File: src/rtl/fht_rd_unload.sv
// fht_rd_unload: reads the four FHT result banks row by row and streams the
// words out in index order (4*row + bank) over a valid/ready interface.
// Optional feature macro: FHT_UNLOAD_SAT_EN saturates oDATA to the signed
// D_BIT-1 range, sign-extended back to D_BIT.
`ifndef D_BIT
`define D_BIT 16
`endif
`ifndef A_BIT
`define A_BIT 8
`endif

module fht_rd_unload #(
  parameter int D_BIT  = `D_BIT,
  parameter int A_BIT  = `A_BIT,
  parameter int RD_LAT = 2
) (
  input  logic             iCLK,
  input  logic             iRESET,
  input  logic             iSTART,
  input  logic             iFHT_RDY,
  output logic [A_BIT-1:0] oADDR_RD,
  input  logic [D_BIT-1:0] iDATA_0,
  input  logic [D_BIT-1:0] iDATA_1,
  input  logic [D_BIT-1:0] iDATA_2,
  input  logic [D_BIT-1:0] iDATA_3,
  output logic [D_BIT-1:0] oDATA,
  output logic [A_BIT+1:0] oIDX,
  output logic             oVALID,
  input  logic             iREADY,
  output logic             oLAST,
  output logic             oBUSY,
  output logic             oDONE
);

  // oADDR_RD is registered, so data is sampled RD_LAT cycles after the
  // address appears on the port, i.e. RD_LAT+1 edges after the issue edge.
  localparam int PIPE = RD_LAT + 1;

  typedef enum logic {IDLE, RUN} state_t;

  state_t           state_q, state_d;
  logic [A_BIT:0]   rd_row_q;
  logic [PIPE-1:0]  pipe_q, pipe_d;
  logic [1:0]       inflight_q;
  logic [1:0]       slot_vld_q;
  logic             wr_ptr_q, rd_ptr_q;
  logic [D_BIT-1:0] slot_q [2][4];
  logic [1:0]       bank_q;
  logic [A_BIT-1:0] out_row_q;
  logic             done_q;

  logic             start_ok, issue, cap, xfer, row_free, final_xfer;
  logic [2:0]       credit;
  logic [D_BIT-1:0] raw;

  // Handshake, read-issue and capture decisions
  always_comb begin
    start_ok   = (state_q == IDLE) && iSTART && iFHT_RDY;
    oVALID     = slot_vld_q[rd_ptr_q];
    xfer       = oVALID && iREADY;
    row_free   = xfer && (bank_q == 2'd3);
    oIDX       = {out_row_q, bank_q};
    oLAST      = oVALID && (&oIDX);
    final_xfer = xfer && oLAST;
    // A slot emptied by this cycle's transfer is counted as free so the
    // next row read overlaps the drain; needed to keep one word per cycle.
    credit     = {2'b00, slot_vld_q[0]} + {2'b00, slot_vld_q[1]}
               + {1'b0, inflight_q} - {2'b00, row_free};
    issue      = start_ok ||
                 ((state_q == RUN) && !rd_row_q[A_BIT] && (credit < 3'd2));
    cap        = pipe_q[PIPE-1];
    pipe_d     = pipe_q << 1;
    pipe_d[0]  = issue;
    oBUSY      = (state_q == RUN);
    oDONE      = done_q;
    raw        = slot_q[rd_ptr_q][bank_q];
  end

  // Next-state logic
  always_comb begin
    state_d = state_q;
    case (state_q)
      IDLE: if (start_ok) state_d = RUN;
      RUN:  if (final_xfer) state_d = IDLE;
      default: state_d = IDLE;
    endcase
  end

  // State register
  always_ff @(posedge iCLK or posedge iRESET) begin
    if (iRESET) state_q <= IDLE;
    else        state_q <= state_d;
  end

  // Row address generation and read-latency tracking
  always_ff @(posedge iCLK or posedge iRESET) begin
    if (iRESET) begin
      oADDR_RD   <= '0;
      rd_row_q   <= '0;
      pipe_q     <= '0;
      inflight_q <= '0;
    end else begin
      pipe_q     <= pipe_d;
      inflight_q <= inflight_q + {1'b0, issue} - {1'b0, cap};
      if (issue) begin
        if (start_ok) begin
          oADDR_RD <= '0;
          rd_row_q <= {{A_BIT{1'b0}}, 1'b1};
        end else begin
          oADDR_RD <= rd_row_q[A_BIT-1:0];
          rd_row_q <= rd_row_q + 1'b1;
        end
      end
    end
  end

  // Ping-pong row slots: capture on read return, release after bank 3 leaves
  always_ff @(posedge iCLK or posedge iRESET) begin
    if (iRESET) begin
      for (int unsigned s = 0; s < 2; s++)
        for (int unsigned b = 0; b < 4; b++)
          slot_q[s][b] <= '0;
      slot_vld_q <= '0;
      wr_ptr_q   <= 1'b0;
      rd_ptr_q   <= 1'b0;
      bank_q     <= '0;
      out_row_q  <= '0;
      done_q     <= 1'b0;
    end else begin
      done_q <= final_xfer;
      if (xfer) bank_q <= bank_q + 2'd1;
      if (row_free) begin
        slot_vld_q[rd_ptr_q] <= 1'b0;
        rd_ptr_q             <= ~rd_ptr_q;
        out_row_q            <= out_row_q + 1'b1;
      end
      if (cap) begin
        slot_q[wr_ptr_q][0]  <= iDATA_0;
        slot_q[wr_ptr_q][1]  <= iDATA_1;
        slot_q[wr_ptr_q][2]  <= iDATA_2;
        slot_q[wr_ptr_q][3]  <= iDATA_3;
        slot_vld_q[wr_ptr_q] <= 1'b1;
        wr_ptr_q             <= ~wr_ptr_q;
      end
    end
  end

`ifdef FHT_UNLOAD_SAT_EN
  localparam logic signed [D_BIT-1:0] SAT_MAX = {2'b00, {(D_BIT-2){1'b1}}};
  localparam logic signed [D_BIT-1:0] SAT_MIN = {2'b11, {(D_BIT-2){1'b0}}};

  // Clamp the outgoing word to the signed D_BIT-1 range
  always_comb begin
    oDATA = raw;
    if ($signed(raw) > SAT_MAX)      oDATA = SAT_MAX;
    else if ($signed(raw) < SAT_MIN) oDATA = SAT_MIN;
  end
`else
  // Raw word passthrough
  always_comb begin
    oDATA = raw;
  end
`endif

endmodule

File: config.mk
export PLATFORM = sky130hd
export DESIGN_NAME = fht_rd_unload
export DESIGN_NICKNAME = d
export VERILOG_FILES = /design/src/rtl/fht_rd_unload.sv
export SDC_FILE = /design/constraint.sdc
export NUM_CORES = 1
export LEC_CHECK = 0
export CORE_MARGIN = 2
export CORE_UTILIZATION = 41
export CTS_CLUSTER_SIZE = 28
export DETAILED_ROUTE_END_ITERATION = 10
export PLACE_DENSITY = 0.69
export SYNTH_ARGS = -nofsm -noshare
export SYNTH_HDL_FRONTEND = slang
export SYNTH_SLANG_ARGS = --single-unit
File: constraint.sdc
create_clock -name iCLK -period 5.2 [get_ports iCLK]
set_input_delay 0.52 -clock iCLK [delete_from_list [all_inputs] [get_ports iCLK]]
set_output_delay 0.52 -clock iCLK [all_outputs]
set_load 0.01 [all_outputs]
# After elaboration in Yosys (flattened, before gate mapping)
# Index checks and enable logic that the tools add are counted.
# Widths: inputs -> output; s select.
classes:
  n_lt_le_gt_ge: 9
  eq_ne: 1
  n_addsub: 8
  n_bitwise: 9
  n_reduce_logical: 14
  muxes: 31
ops:
  columns: ["operator", "n"]
  rows:
  - ["$bwmux 128", 4]
  - ["$demux 64 s1", 4]
  - ["$mux 64", 4]
  - ["$mux 16", 3]
  - ["$mux 48", 1]
  - ["$bmux 16 s2", 1]
  - ["$mux 32", 1]
  - ["$logic_and 1x1->1", 11]
  - ["$reduce_and 10->1", 1]
  - ["$add 9x1->9 const B", 1]
  - ["$mux 9", 1]
  - ["$add 8x1->8 const B", 1]
  - ["$mux 8", 1]
  - ["$mux 1", 6]
  - ["$ge 2x2->1 const B", 2]
  - ["$lt 1x2->1 const B", 2]
  - ["$mux 2", 2]
  - ["$not 1->2", 2]
  - ["$add 2x2->3", 1]
  - ["$ge 3x3->1 const B", 1]
  - ["$lt 3x2->1 const B", 1]
  - ["$not 1->1", 3]
  - ["$not 2->3", 1]
  - ["$sub 3x1->3", 1]
  - ["14 further kinds", 16]
totals:
  inputBits: 69
  output_inout_bits: 38
  reg_bits: 166

# Longest topological paths before layout
depth:
  depth_word: 10
  ltp_mapped: 15

# Worst setup path after synthesis
# No wires, ideal clock.
synth_timing:
  path_type: "reg2reg"
  startpoint: "register rd_ptr_q"
  endpoint: "register inflight_q[1]"
  n_path_buf: 1
  required_time_ns: 5.120
  synth_period_minus_slack_ns: 3.412
  setup_ns: 0.080
  path_slack_ns: 1.788
  stages_incl_launch_ff: 16
  arrival_time_ns: 3.332
  path_cell_list: "dfrtp_1 > buf_6 > mux2i_2 > nor2_1 > ha_1 > inv_1 > ha_1 > a21o_1 > fa_1 > xor2_1 > a21boi_0 > ha_1 > inv_1 > ha_1 > xnor2_1 > xnor2_1"
synth_between:
  elab_chain_cells: 10
synth_rtl:
  columns: ["item", "line_no", "text"]
  rows:
  - ["from (decl)", "46", "logic wr_ptr_q, rd_ptr_q;"]
  - ["from (signal assigned)", "134", "rd_ptr_q <= ~rd_ptr_q;"]
  - ["$mux 1 (not written as such) (2 in series)", "59", "oVALID = slot_vld_q[rd_ptr_q];"]
  - ["$logic_and 1x1->1", "60", "xfer = oVALID && iREADY;"]
  - ["$logic_and 1x1->1", "61", "row_free = xfer && (bank_q == 2'd3);"]
  - ["net row_free", "52", "logic start_ok, issue, cap, xfer, row_free, final_xfer;"]
  - ["$sub 3x1->3", "68", "+ {1'b0, inflight_q} - {2'b00, row_free};"]
  - ["$lt 3x2->1", "70", "((state_q == RUN) && !rd_row_q[A_BIT] && (credit < 3'd2));"]
  - ["$logic_and 1x1->1", "70", null]
  - ["$logic_or 1x1->1", "69", "issue = start_ok ||"]
  - ["$add 2x1->2", "104", "inflight_q <= inflight_q + {1'b0, issue} - {1'b0, cap};"]
  - ["$sub 2x1->2", "104", null]
  - ["to (signal assigned)", "104", null]
  - ["to (decl)", "44", "logic [1:0] inflight_q;"]
# The timed path passes the listed nets, and every way through them passes these cells. The select of a mux whose other input is x is not followed.
# A chain may end at the register's enable or synchronous reset.

# Worst setup path after layout
layout_timing:
  startpoint: "input port iREADY"
  endpoint: "register inflight_q[1]"
layout_between:
  elab_chain_cells: 8
layout_rtl:
  columns: ["item", "line_no", "text"]
  rows:
  - ["from (decl)", "29", "input logic iREADY,"]
  - ["$logic_and 1x1->1", "60", null]
  - ["$logic_and 1x1->1", "61", null]
  - ["net row_free", "52", null]
  - ["$sub 3x1->3", "68", null]
  - ["$lt 3x2->1", "70", null]
  - ["$logic_and 1x1->1", "70", null]
  - ["$logic_or 1x1->1", "69", null]
  - ["$add 2x1->2", "104", null]
  - ["$sub 2x1->2", "104", null]
# The timed path passes the listed nets, and every way through them passes these cells.

==> impl_results.md <==
* Setup TNS after final layout at 0 ns
* Total grt overflow at 0
* Total GRT Usage at 16.8%
* Post-Synth XOR/XNOR Area at 1.72%
* Final setup viols at 0
* CP Class: in -> reg
* Run status: finished clean
* Largest net degree at the start of global routing at 70
* Routed vias at 4,465
* Ys async rst share at 100%
* Die area at 19,500 um^2
* Clk root buf: clkbuf_16
* Pre-antenna DRT Iters at 5
* Synth warnings at 0
* Buf/Inv on CP at 4
* Hold_buf cts at 0
* Ys flop type: dfrtp_1
* Setup Buffers After CTS at 0
* Post-synthesis instance total at 493
* Cell mode on critical path: ha_1
* Worst EP required at 5.54 ns
* Post-Synth Adder-Cell Area at 1.43%
* Io pins at 107
* CP max-delay cell: clkdlybuf4s50_1
* Slew @ Worst Pin at 1.01 ns
* Mux cell area share after synthesis at 33.1%
* Power Dens Cells at 674 nW/um^2
* Area of the mapped netlist at 7540 um^2
* # fillers at 1,520
* Final Skew at 0.0130 ns
* Hold WC Path Type: reg -> reg
* Final nets at 675
* Pleak at 3.92 nW
* Drt drc at 0
* Mapped Nets at 570
* Antenna Violating Nets Remaining at 0
* CP cell instances: clkdlybuf4s50_1 > nand2_1 > nor2_1 > ha_1 > inv_1 > ha_1 > a21o_1 > fa_1 > xor2_1 > buf_4 > a21boi_0 > ha_1 > inv_1 > ha_1 > xnor2_1 > xnor2_1
* First-pass GRT wire length at 25,300 um
* #FFs+latches synth at 166
* Share of cells above drive strength 1 at 35.0%
* Vias in the first global route at 4,789
* Core footprint at 18,000 um^2
* Hold Violations, Final at 0
* Avg Inst Size Synth at 15.3 um^2
* Row count at 49
* Routed Wire Length at 15,900 um
* Main combinational cell family by area after synthesis: multiplexers
* Simple-Gate Fraction of Synth Area at 4.54%
* Critical path's top delay family: adder cells
* Number of synthesized flops with an enable pin at 0
* Clock Tree Buf Depth at 2
* CTS buffer count at 17
* CTS tree: built
* H-tree depth at 4
* CP max FO at 11
* WP data arrival at 4.21 ns
* Area delta synth->final at 24.6%
* Vias per cell at 5.31
* Detail Placement HPWL at 10,700 um
* Util after Layout at 52.2%
* Slew margin rel. at 32.5%
* Post-synthesis sequential area ratio at 55.1%
* Die Y-Extent at 140 um
* CTS sink count at 166
* Cells resized by post-CTS repair at 0
* Max IR drop VDD at 0.502 mV
* Startpoint Class: input port
* Fin crit period at 3.86 ns
* Setup crit end kind: flip-flop
* Final Max Tran Viols at 0
* Number of port buffers at 106
* Crit-path max cell delay at 0.53 ns
* Die X-Extent at 140 um
* Later-pin clock latency in the skew report at 0.43 ns
* Yosys cell types at 40
* Max Clock Freq at 259 MHz
* Clk slew on worst S/H paths at 0.06 ns
* Initial Utilization at 41.9%
* Starting DRT DRC Count at 171
* Final GP Congestion at 0.827
* Per-cell routed wire length at 18.8 um
* Initial antenna violation count at 1
* WHS at 0.358 ns
* Max-cap violation count at 0
* RSZ-0062 raised after global routing: false
* Period utilization at 74.3%
* Compound-Gate Fraction of Synth Area at 1.34%
==> where the power goes <==
group          total (mW)  internal [mW]  switching, mW
Sequential           2.25           1.91          0.340
Combinational        2.84           1.66           1.18
Clock                1.24          0.725          0.520
Total                6.33           4.30           2.04
==> path summary, 6_finish.rpt <==
path                                start       endpoint  slack [ns]  cells after the start
worst max-delay path               iREADY  inflight_q[1]        1.34                     16
min in group asynchronous          iRESET    slot_q[127]        0.58                      2
max in group asynchronous          iRESET     slot_q[35]        3.43                      3
worst min register to register  pipe_q[1]      pipe_q[2]        0.36                      0
worst min-delay path            pipe_q[1]      pipe_q[2]        0.36                      0
worst max register to register  bank_q[0]  inflight_q[1]        1.39                     16
==> per-layer routing <==
layer  global-route usage [%]  vias to the layer above  share of wire (%)  wire length, um
met5                        0                        -                  0                0
met4                     4.42                        0               0.90              142
met3                     5.82                       13                5.7              911
met2                     29.6                       86                 52             8250
met1                     19.8                     2342                 41             6550
li1                         -                     2024                  -                -
==> registers in the layout, summed over array words and instances, names as in the netlist <==
signal	flops
rd_ptr_q	1
oDONE	1
wr_ptr_q	1
bank_q	2
inflight_q	2
out_row_q	8
oADDR_RD	8
rd_row_q	9
slot_vld_q	2
pipe_q	3
oBUSY	1
slot_q	128
==> final cells by class <==
| class | count | area (um^2) | area share (%) |
|---|---|---|---|
| Antenna cell | 1 | 2.50 | 0.0266 |
| Clock buffer | 19 | 443 | 4.71 |
| Clock inverter | 13 | 149 | 1.58 |
| Inverter | 11 | 46.3 | 0.492 |
| Multi-Input combinational cell | 287 | 3190 | 33.9 |
| Sequential cell | 166 | 4160 | 44.2 |
| Tap cell | 229 | 287 | 3.05 |
| Timing Repair Buffer | 115 | 1130 | 12.0 |
==> synthesized netlist by cell type (3+ instances only) <==
library cell    n  area, um^2
xor2_1          6        52.6
mux2_2        146        1640
nand4_1         3        18.8
xnor2_1         7        61.3
inv_1          11        41.3
mux2i_1         7        70.1
clkbuf_1        6        22.5
buf_6           3        33.8
mux4_1         13         342
nand2b_1        4        25.0
ha_1            7        87.6
nand3_1        14        70.1
buf_2          18        90.1
nand2_1        21        78.8
nor2_1          3        11.3
mux4_2         19         428
nor3_1          4        20.0
o21ai_0        10        50.1
dfrtp_1       166        4150
==> layout by cell type (no fill, tap or decap), drive strengths merged, types with 2 or more instances in the layout <==
cell type,n
a22o,2
xnor2,8
mux2i,8
nand2b,4
dfrtp,166
o21ai,10
mux4,32
and4,2
clkinv,4
inv,13
clkbuf,19
buf,9
nor4,3
xor2,6
clkdlybuf4s50,106
nand3,14
ha,7
nor3,4
nor2,3
nand4,3
nand2,21
clkinvlp,5
bufinv,2
and3,2
mux2,146
==> metrics by stage <==
stage / cell area (um^2) / setup WS [ns] / total power [mW] / cells
after floorplan: 7540 / 0.190 / 4.19 / 493
after global placement: 8810 / 1.06 / 5.02 / 808
after detailed placement: 8810 / 0.933 / 5.16 / 808
after CTS: 9400 / 1.35 / 6.43 / 840
after global routing: 9400 / 1.11 / 6.73 / 840
final: 9400 / 1.34 / 6.33 / 841
==> logic make-up (layout without fill, tap and decap cells) <==
kind of cell	Yosys count	in the layout
AOI/OAI and AO/OA	17	17
xor gates and xnor gates	14	14
adders and majority gates	8	8
buffers and inverters	40	158
DFF	166	166
muxes	186	186
other	0	1
and+or+nand+nor	62	62
Note: power is estimated with default switching activity, not from simulation.
